[src/rtl/vdp_timing_gen.sv]
// ---------------------------------------------------------------------------
// vdp_timing_gen
//
// Raster timing generator at the head of the VDP timing bus. A free-running
// horizontal counter (h) and vertical counter (v) advance on every pxclk edge.
// Their pre-edge values are decoded into registered sync, active, coordinate
// and start-pulse outputs. Every output therefore describes the same (h,v)
// one pxclk after the counters held it.
//
// The defaults give 1280x1024@60 with a 108 MHz pxclk. Other modes are selected
// through the parameters. Both totals must fit in 11 bits (<= 2048). A mode
// change requires a reset.
//
// Ports
//   pxclk        in   1   pixel clock, the only clock in the block
//   reset        in   1   synchronous, active-high reset
//   hsync        out  1   horizontal sync, asserted level = HS_POL
//   vsync        out  1   vertical sync, asserted level = VS_POL
//   col          out  11  raw horizontal counter h
//   row          out  10  raw vertical counter v, truncated to 10 bits
//   active       out  1   h < H_VIS and v < V_VIS
//   line_start   out  1   one-cycle pulse at h == 0
//   frame_start  out  1   one-cycle pulse at h == 0 and v == 0
// ---------------------------------------------------------------------------
module vdp_timing_gen #(
    parameter int unsigned H_VIS  = 1280,
    parameter int unsigned H_FP   = 48,
    parameter int unsigned H_SYNC = 112,
    parameter int unsigned H_BP   = 248,
    parameter int unsigned V_VIS  = 1024,
    parameter int unsigned V_FP   = 1,
    parameter int unsigned V_SYNC = 3,
    parameter int unsigned V_BP   = 38,
    parameter bit          HS_POL = 1'b1,
    parameter bit          VS_POL = 1'b1
) (
    input  logic        pxclk,
    input  logic        reset,
    output logic        hsync,
    output logic        vsync,
    output logic [10:0] col,
    output logic [9:0]  row,
    output logic        active,
    output logic        line_start,
    output logic        frame_start
);

    localparam int unsigned H_TOT = H_VIS + H_FP + H_SYNC + H_BP;
    localparam int unsigned V_TOT = V_VIS + V_FP + V_SYNC + V_BP;

    // Decode boundaries as 11-bit constants so every comparison is width-matched.
    localparam logic [10:0] H_LAST     = 11'(H_TOT - 1);
    localparam logic [10:0] V_LAST     = 11'(V_TOT - 1);
    localparam logic [10:0] H_VIS_END  = 11'(H_VIS);
    localparam logic [10:0] V_VIS_END  = 11'(V_VIS);
    localparam logic [10:0] HS_START   = 11'(H_VIS + H_FP);
    localparam logic [10:0] HS_END     = 11'(H_VIS + H_FP + H_SYNC);
    localparam logic [10:0] VS_START   = 11'(V_VIS + V_FP);
    localparam logic [10:0] VS_END     = 11'(V_VIS + V_FP + V_SYNC);

    logic [10:0] h_r;
    logic [10:0] v_r;
    logic [10:0] h_nxt_s;
    logic [10:0] v_nxt_s;
    logic        h_last_s;
    logic        v_last_s;
    logic        hs_win_s;
    logic        vs_win_s;
    logic        active_s;
    logic        line_start_s;
    logic        frame_start_s;

    assign h_last_s = (h_r == H_LAST);
    assign v_last_s = (v_r == V_LAST);

    // Next-state for the raster counters: v only moves when h wraps.
    always_comb begin
        h_nxt_s = h_r + 11'd1;
        v_nxt_s = v_r;
        if (h_last_s) begin
            h_nxt_s = 11'd0;
            if (v_last_s) begin
                v_nxt_s = 11'd0;
            end else begin
                v_nxt_s = v_r + 11'd1;
            end
        end else begin
            v_nxt_s = v_r;
        end
    end

    // Decode of the current (pre-edge) counter state into output values.
    // vsync follows v alone, so its edges land where v changes, i.e. at h == 0.
    always_comb begin
        hs_win_s      = (h_r >= HS_START) && (h_r < HS_END);
        vs_win_s      = (v_r >= VS_START) && (v_r < VS_END);
        active_s      = (h_r < H_VIS_END) && (v_r < V_VIS_END);
        line_start_s  = (h_r == 11'd0);
        frame_start_s = (h_r == 11'd0) && (v_r == 11'd0);
    end

    // Raster counters; reset restarts the frame at (0,0).
    always_ff @(posedge pxclk) begin
        if (reset) begin
            h_r <= 11'd0;
            v_r <= 11'd0;
        end else begin
            h_r <= h_nxt_s;
            v_r <= v_nxt_s;
        end
    end

    // Output register stage: one pxclk behind the counters, all fields aligned.
    // Reset forces the idle levels so no partial sync pulse survives a reset.
    always_ff @(posedge pxclk) begin
        if (reset) begin
            hsync       <= ~HS_POL;
            vsync       <= ~VS_POL;
            col         <= 11'd0;
            row         <= 10'd0;
            active      <= 1'b0;
            line_start  <= 1'b0;
            frame_start <= 1'b0;
        end else begin
            hsync       <= hs_win_s ? HS_POL : ~HS_POL;
            vsync       <= vs_win_s ? VS_POL : ~VS_POL;
            col         <= h_r;
            row         <= v_r[9:0];
            active      <= active_s;
            line_start  <= line_start_s;
            frame_start <= frame_start_s;
        end
    end

endmodule

[config.mk]
export PLATFORM = sky130hd
export DESIGN_NAME = vdp_timing_gen
export DESIGN_NICKNAME = d
export VERILOG_FILES = /design/src/rtl/vdp_timing_gen.sv
export SDC_FILE = /design/constraint.sdc
export NUM_CORES = 1
export LEC_CHECK = 0
export ABC_AREA = 1
export BUFFER_PORTS_ARGS = -buffer_cell sky130_fd_sc_hd__buf_2
export CAP_MARGIN = 20
export CORE_MARGIN = 5
export CORE_UTILIZATION = 56
export CTS_CLUSTER_SIZE = 14
export DETAILED_ROUTE_END_ITERATION = 10
export PLACE_DENSITY = 0.76
export SETUP_SLACK_MARGIN = 0.15
export SLEW_MARGIN = 25
export SYNTH_ARGS = -nofsm -noshare
export SYNTH_HDL_FRONTEND = slang
export SYNTH_SLANG_ARGS = --single-unit
export TNS_END_PERCENT = 1
[constraint.sdc]
create_clock -name pxclk -period 1.5 [get_ports pxclk]
set_input_delay 0.375 -clock pxclk [delete_from_list [all_inputs] [get_ports pxclk]]
set_output_delay 0.375 -clock pxclk [all_outputs]
set_load 0.02 [all_outputs]
=== After elaboration in Yosys (flattened, before gate mapping) ===
Cells that the tools add are included.

* $add $sub $neg: 2
* Multipliers: 0
* Divide/modulo/power cells: 0
* Magnitude comparators: 6
* Equal/unequal tests: 2
* Shift operators: 0
* Muxes and demuxes: 3
* Bitwise logic cells: 0
* Reductions and logical operators: 7

{| class="wikitable"
|+ Operator list
! kind !! number
|-
| $lt A11 B11 Y1 const B || 4
|-
| $add A11 B1 Y11 const B || 2
|-
| $eq A11 B11 Y1 const B || 2
|-
| $ge A11 B11 Y1 const B || 2
|-
| $logic_not A11 Y1 || 2
|-
| $mux W11 || 1
|-
| $logic_and A1 B1 Y1 || 4
|-
| $mux W1 || 2
|-
| $reduce_or A2 Y1 || 1
|}

* Register bits after elaboration: 48
* Latch bits: 0
* Bits in writable memories: 0
* Bits in read-only memories: 0
* Bits of input ports: 2
* Output and inout port bits: 26
* Word-level logic and storage cells: 29
* Memories: 0

=== Longest topological paths before layout ===
* Word-level depth: 3
* Mapped depth: 9

=== Worst setup path before layout ===
OpenSTA, ideal clock, no wires.

* Path type: register to register
* From: reg h_r[0]
* To: reg h_r[6]
* Setup time: 0.114 ns
* Data arrival time: 1.134 ns
* Data required time: 1.386 ns
* Setup slack: 0.251 ns
* Cell stages (with the launch flop): 8
* Path buffers: 1
* Period minus slack after synthesis: 1.249 ns
* Cells stage by stage: dfxtp_1 ha_1 nand2_2 nor2_1 nand3_2 nand2_4 buf_12 nor2_1

* Word-level cells in the longest chain between the ends: 2

{| class="wikitable"
|+ RTL lines
! what !! line !! source
|-
| from (decl) || 61 || <nowiki>logic [10:0] h_r;</nowiki>
|-
| from (signal assigned) || 108 || <nowiki>h_r <= h_nxt_s;</nowiki>
|-
| parallel branches: the longest is 2 deep, another holds $add A11 B1 Y11 || - ||
|}

Parallel ways; which one is timed is not known.
A chain may end at the register's enable or synchronous reset.

=== Worst setup path after layout ===
* From: reg h_r[0]
* To: reg v_r[10]

* Word-level cells in the longest chain between the ends: 1

{| class="wikitable"
|+ RTL lines
! what !! line !! source
|-
| $eq A11 B11 Y1 || 73 || <nowiki>assign h_last_s = (h_r == H_LAST);</nowiki>
|-
| to (signal assigned) || 109 || <nowiki>v_r <= v_nxt_s;</nowiki>
|-
| to (decl) || 62 || <nowiki>logic [10:0] v_r;</nowiki>
|}

Every way passes these cells.

==> results.cfg <==
[status]
outcome = completed

[synthesis]
yosysTopAreaCell = dfxtp_1
synth-async-reset-ratio = 0
syn-cell-area_um2 = 2080
synth_top_cells_by_count = 53 x nand2_1, 48 x dfxtp_1, 47 x nor2_1
yosys_warnings = 0
syn-num-nets = 278
synth_edf_count = 0
synth_area_leaders = dfxtp_1 46%, nand2_1 9.6%, nor2_1 8.5%
avgSynthCellArea_um2 = 7.68
syn-instance-count = 271
synth_xor_area_frac = 0.00841
synth_top_flop_cell = dfxtp_1
yosysTopAreaCellShare = 0.462
synth.distinct_cells = 30
synth.most_common_cell = nand2_1
synthSimpleGateAreaFrac = 0.347
synthAdderAreaFrac = 0.0300
synth_compound_area_frac = 0.0631
synthMuxAreaShare = 0
ys_seq_elements = 48
synth_top_family_by_area = simple AND/OR/NAND/NOR gates
ys_seq_area_frac = 0.462

[die]
coreArea_um2 = 3630
dieArea_um2 = 5040
fp-row-count = 22
fp.dieH_um = 71.0
fp.dieW_um = 71.0
start_util = 0.573
pin_count = 28

[cts]
tritoncts = done
h-tree-depth = 2
cts_buffer_depth = 2
clk_latency_ns = 0.29
post_cts_buffers = 0
cts-root-buf = clkbuf_8
cts_made_buffers = 5
cts_hold_buf = 0
clk_pin_slew_ns = 0.09
clkSinkCount = 48

[pwr]
p_leak_nw = 1.04
power_mw = 2.32
powerDensity_nw_per_um2 = 945
vdd_drop_max_uv = 708

[timing]
worstMarginPinSlew_ns = 0.368
clock.fmax_mhz = 770
min_period_over_period = 0.866
hold_viol = 0
fin_setup_tns_ns = 0
max_slew_margin = 0.752
setup_violations = 0
fin_crit_ns = 1.30
fin_worst_skew_ns = 0.00609
rsz0062_at_grt = yes
slew_viol_final = 0

[min_path]
holdPathStages = 4
hold_path_class = primary input to flop

[worst_setup_path]
end_kind = flop
cp-start-kind = flop
path_class = flop to flop
crit_path_max_fanout = 5
crit_slowest_cell = dfxtp_4
critical-path-max-stage-delay_ns = 0.38
cp.required_ns = 1.73
path_cells = ha_4 > inv_1 > nor2_1 > nand3_2 > nor2_4 > nand3_1 > nand2_1 > nand2_1 > nor2_1
cp_data_arrival_time_ns = 1.53
ff2ff_path_depth = 9
reg2reg_setup_slack_ns = 0.20

[cells_and_area]
area_growth_pct = 17.7
nFillCells = 322
diodes = 0
drive_gt1_frac = 0.281
finish.utilization = 0.675
layout.nets = 309

[detailed_routing]
drt_wl_total_mm = 4.33
vias = 1804
dr.first_iter.drc_count = 199
detail_route.wl_per_cell_um = 12.3
viasPerCell = 5.14
dr.pass1.iters = 5
ant_nets = 0
drc_errors = 0

[global_routing]
grt_antenna_before_repair = 0
grt_pass1_vias = 1649
grt_pass1_wl_mm = 7.30
grt-ovfl-total = 0
grt_max_degree = 26
grt_use_total = 0.175

[placed_design]
routabilityCongestion = 0.873
hpwl_mm = 3.13
io_buffers = 27

[job]
drv_cap = 0
stage by stage:
step	hold WS (ns)	std cells	setup slack, ns	instance area, um^2
6_report	0.443	351	0.201	2450
5_1_grt	0.476	351	0.114	2450
4_1_cts	0.439	351	0.151	2420
3_5_place_dp	0.469	343	0.0578	2270
3_3_place_gp	0.445	343	0.143	2270
2_1_floorplan	0.430	271	0.251	2080
layer usage:
layer / vias to the layer above / part of all wire / routed length, um / track usage
met2: 65 / 0.46 / 1970 / 0.275
met4: 0 / 0.0051 / 22 / 0.0397
met5: - / 0 / 0 / 0
met1: 820 / 0.46 / 2000 / 0.249
met3: 2 / 0.077 / 334 / 0.0355
li1: 917 / - / - / -
where the power goes:
group          internal [mW]  switching (mW)
Clock                  0.493           0.417
Sequential              1.29          0.0122
Combinational         0.0357          0.0690
Total                   1.82           0.498
cells in the final DEF (no fill, tap or decap), types with 3 or more instances in the layout:
cell	Yosys	final
inv_1	31	29
nor2_1	47	46
dfxtp_4	0	3
nand2_1	53	52
buf_2	2	27
buf_4	2	3
nor3_1	4	4
nand4_1	8	8
nand3_2	1	3
dfxtp_2	0	6
nor3_2	5	4
o21ai_0	4	4
nand3_1	20	18
a21oi_1	7	7
inv_2	5	7
nor2_4	2	3
nand2_2	4	5
dfxtp_1	48	39
clkbuf_8	0	5
a21oi_2	7	7
critical path: cells and delay by family (launching register included):
| kind | cells | cell delay, ns |
|---|---|---|
| simple gates | 7 | 0.66 |
| flops | 1 | 0.38 |
| fa+ha+maj | 1 | 0.14 |
| buf+inv | 1 | 0.06 |
area by class of cell:
type | instances | area [um^2] | share of cell area
clock buffer | 5 | 68.8 | 0.0281
clock inverter | 3 | 42.5 | 0.0174
inverter | 36 | 135 | 0.0551
multi-input combinational | 180 | 987 | 0.403
sequential | 48 | 980 | 0.400
tap | 48 | 60.1 | 0.0245
timing repair buffer | 31 | 178 | 0.0725
final timing paths:
kind	start	endpoint
max	h_r[0]$_SDFF_PP0_	v_r[10]$_SDFFE_PP0N_
min	reset	v_r[1]$_SDFFE_PP0N_
max reg2reg	h_r[0]$_SDFF_PP0_	v_r[10]$_SDFFE_PP0N_
min reg2reg	h_r[0]$_SDFF_PP0_	h_r[0]$_SDFF_PP0_
registers in the layout, summed over array words and instances, names as in the netlist:
register     count
frame_start      1
hsync            1
col             11
line_start       1
h_r             11
active           1
v_r             11
vsync            1
row             10
logic make-up after synthesis:
family	after synthesis
DFF	48
AOI/OAI and AO/OA	20
xor gates and xnor gates	2
adders and majority gates	5
and+or+nand+nor	153
buffers and inverters	43
what timing repair did:
| item | CTS | global route |
|---|---|---|
| hold endpoints to repair | 0 | 0 |
| resized for setup | 10 | 15 |
| setup endpoints to repair | 21 | 22 |
| cloned | 0 | 0 |
| pin swaps | 3 | 3 |
Power figures use the tool's default switching activity.
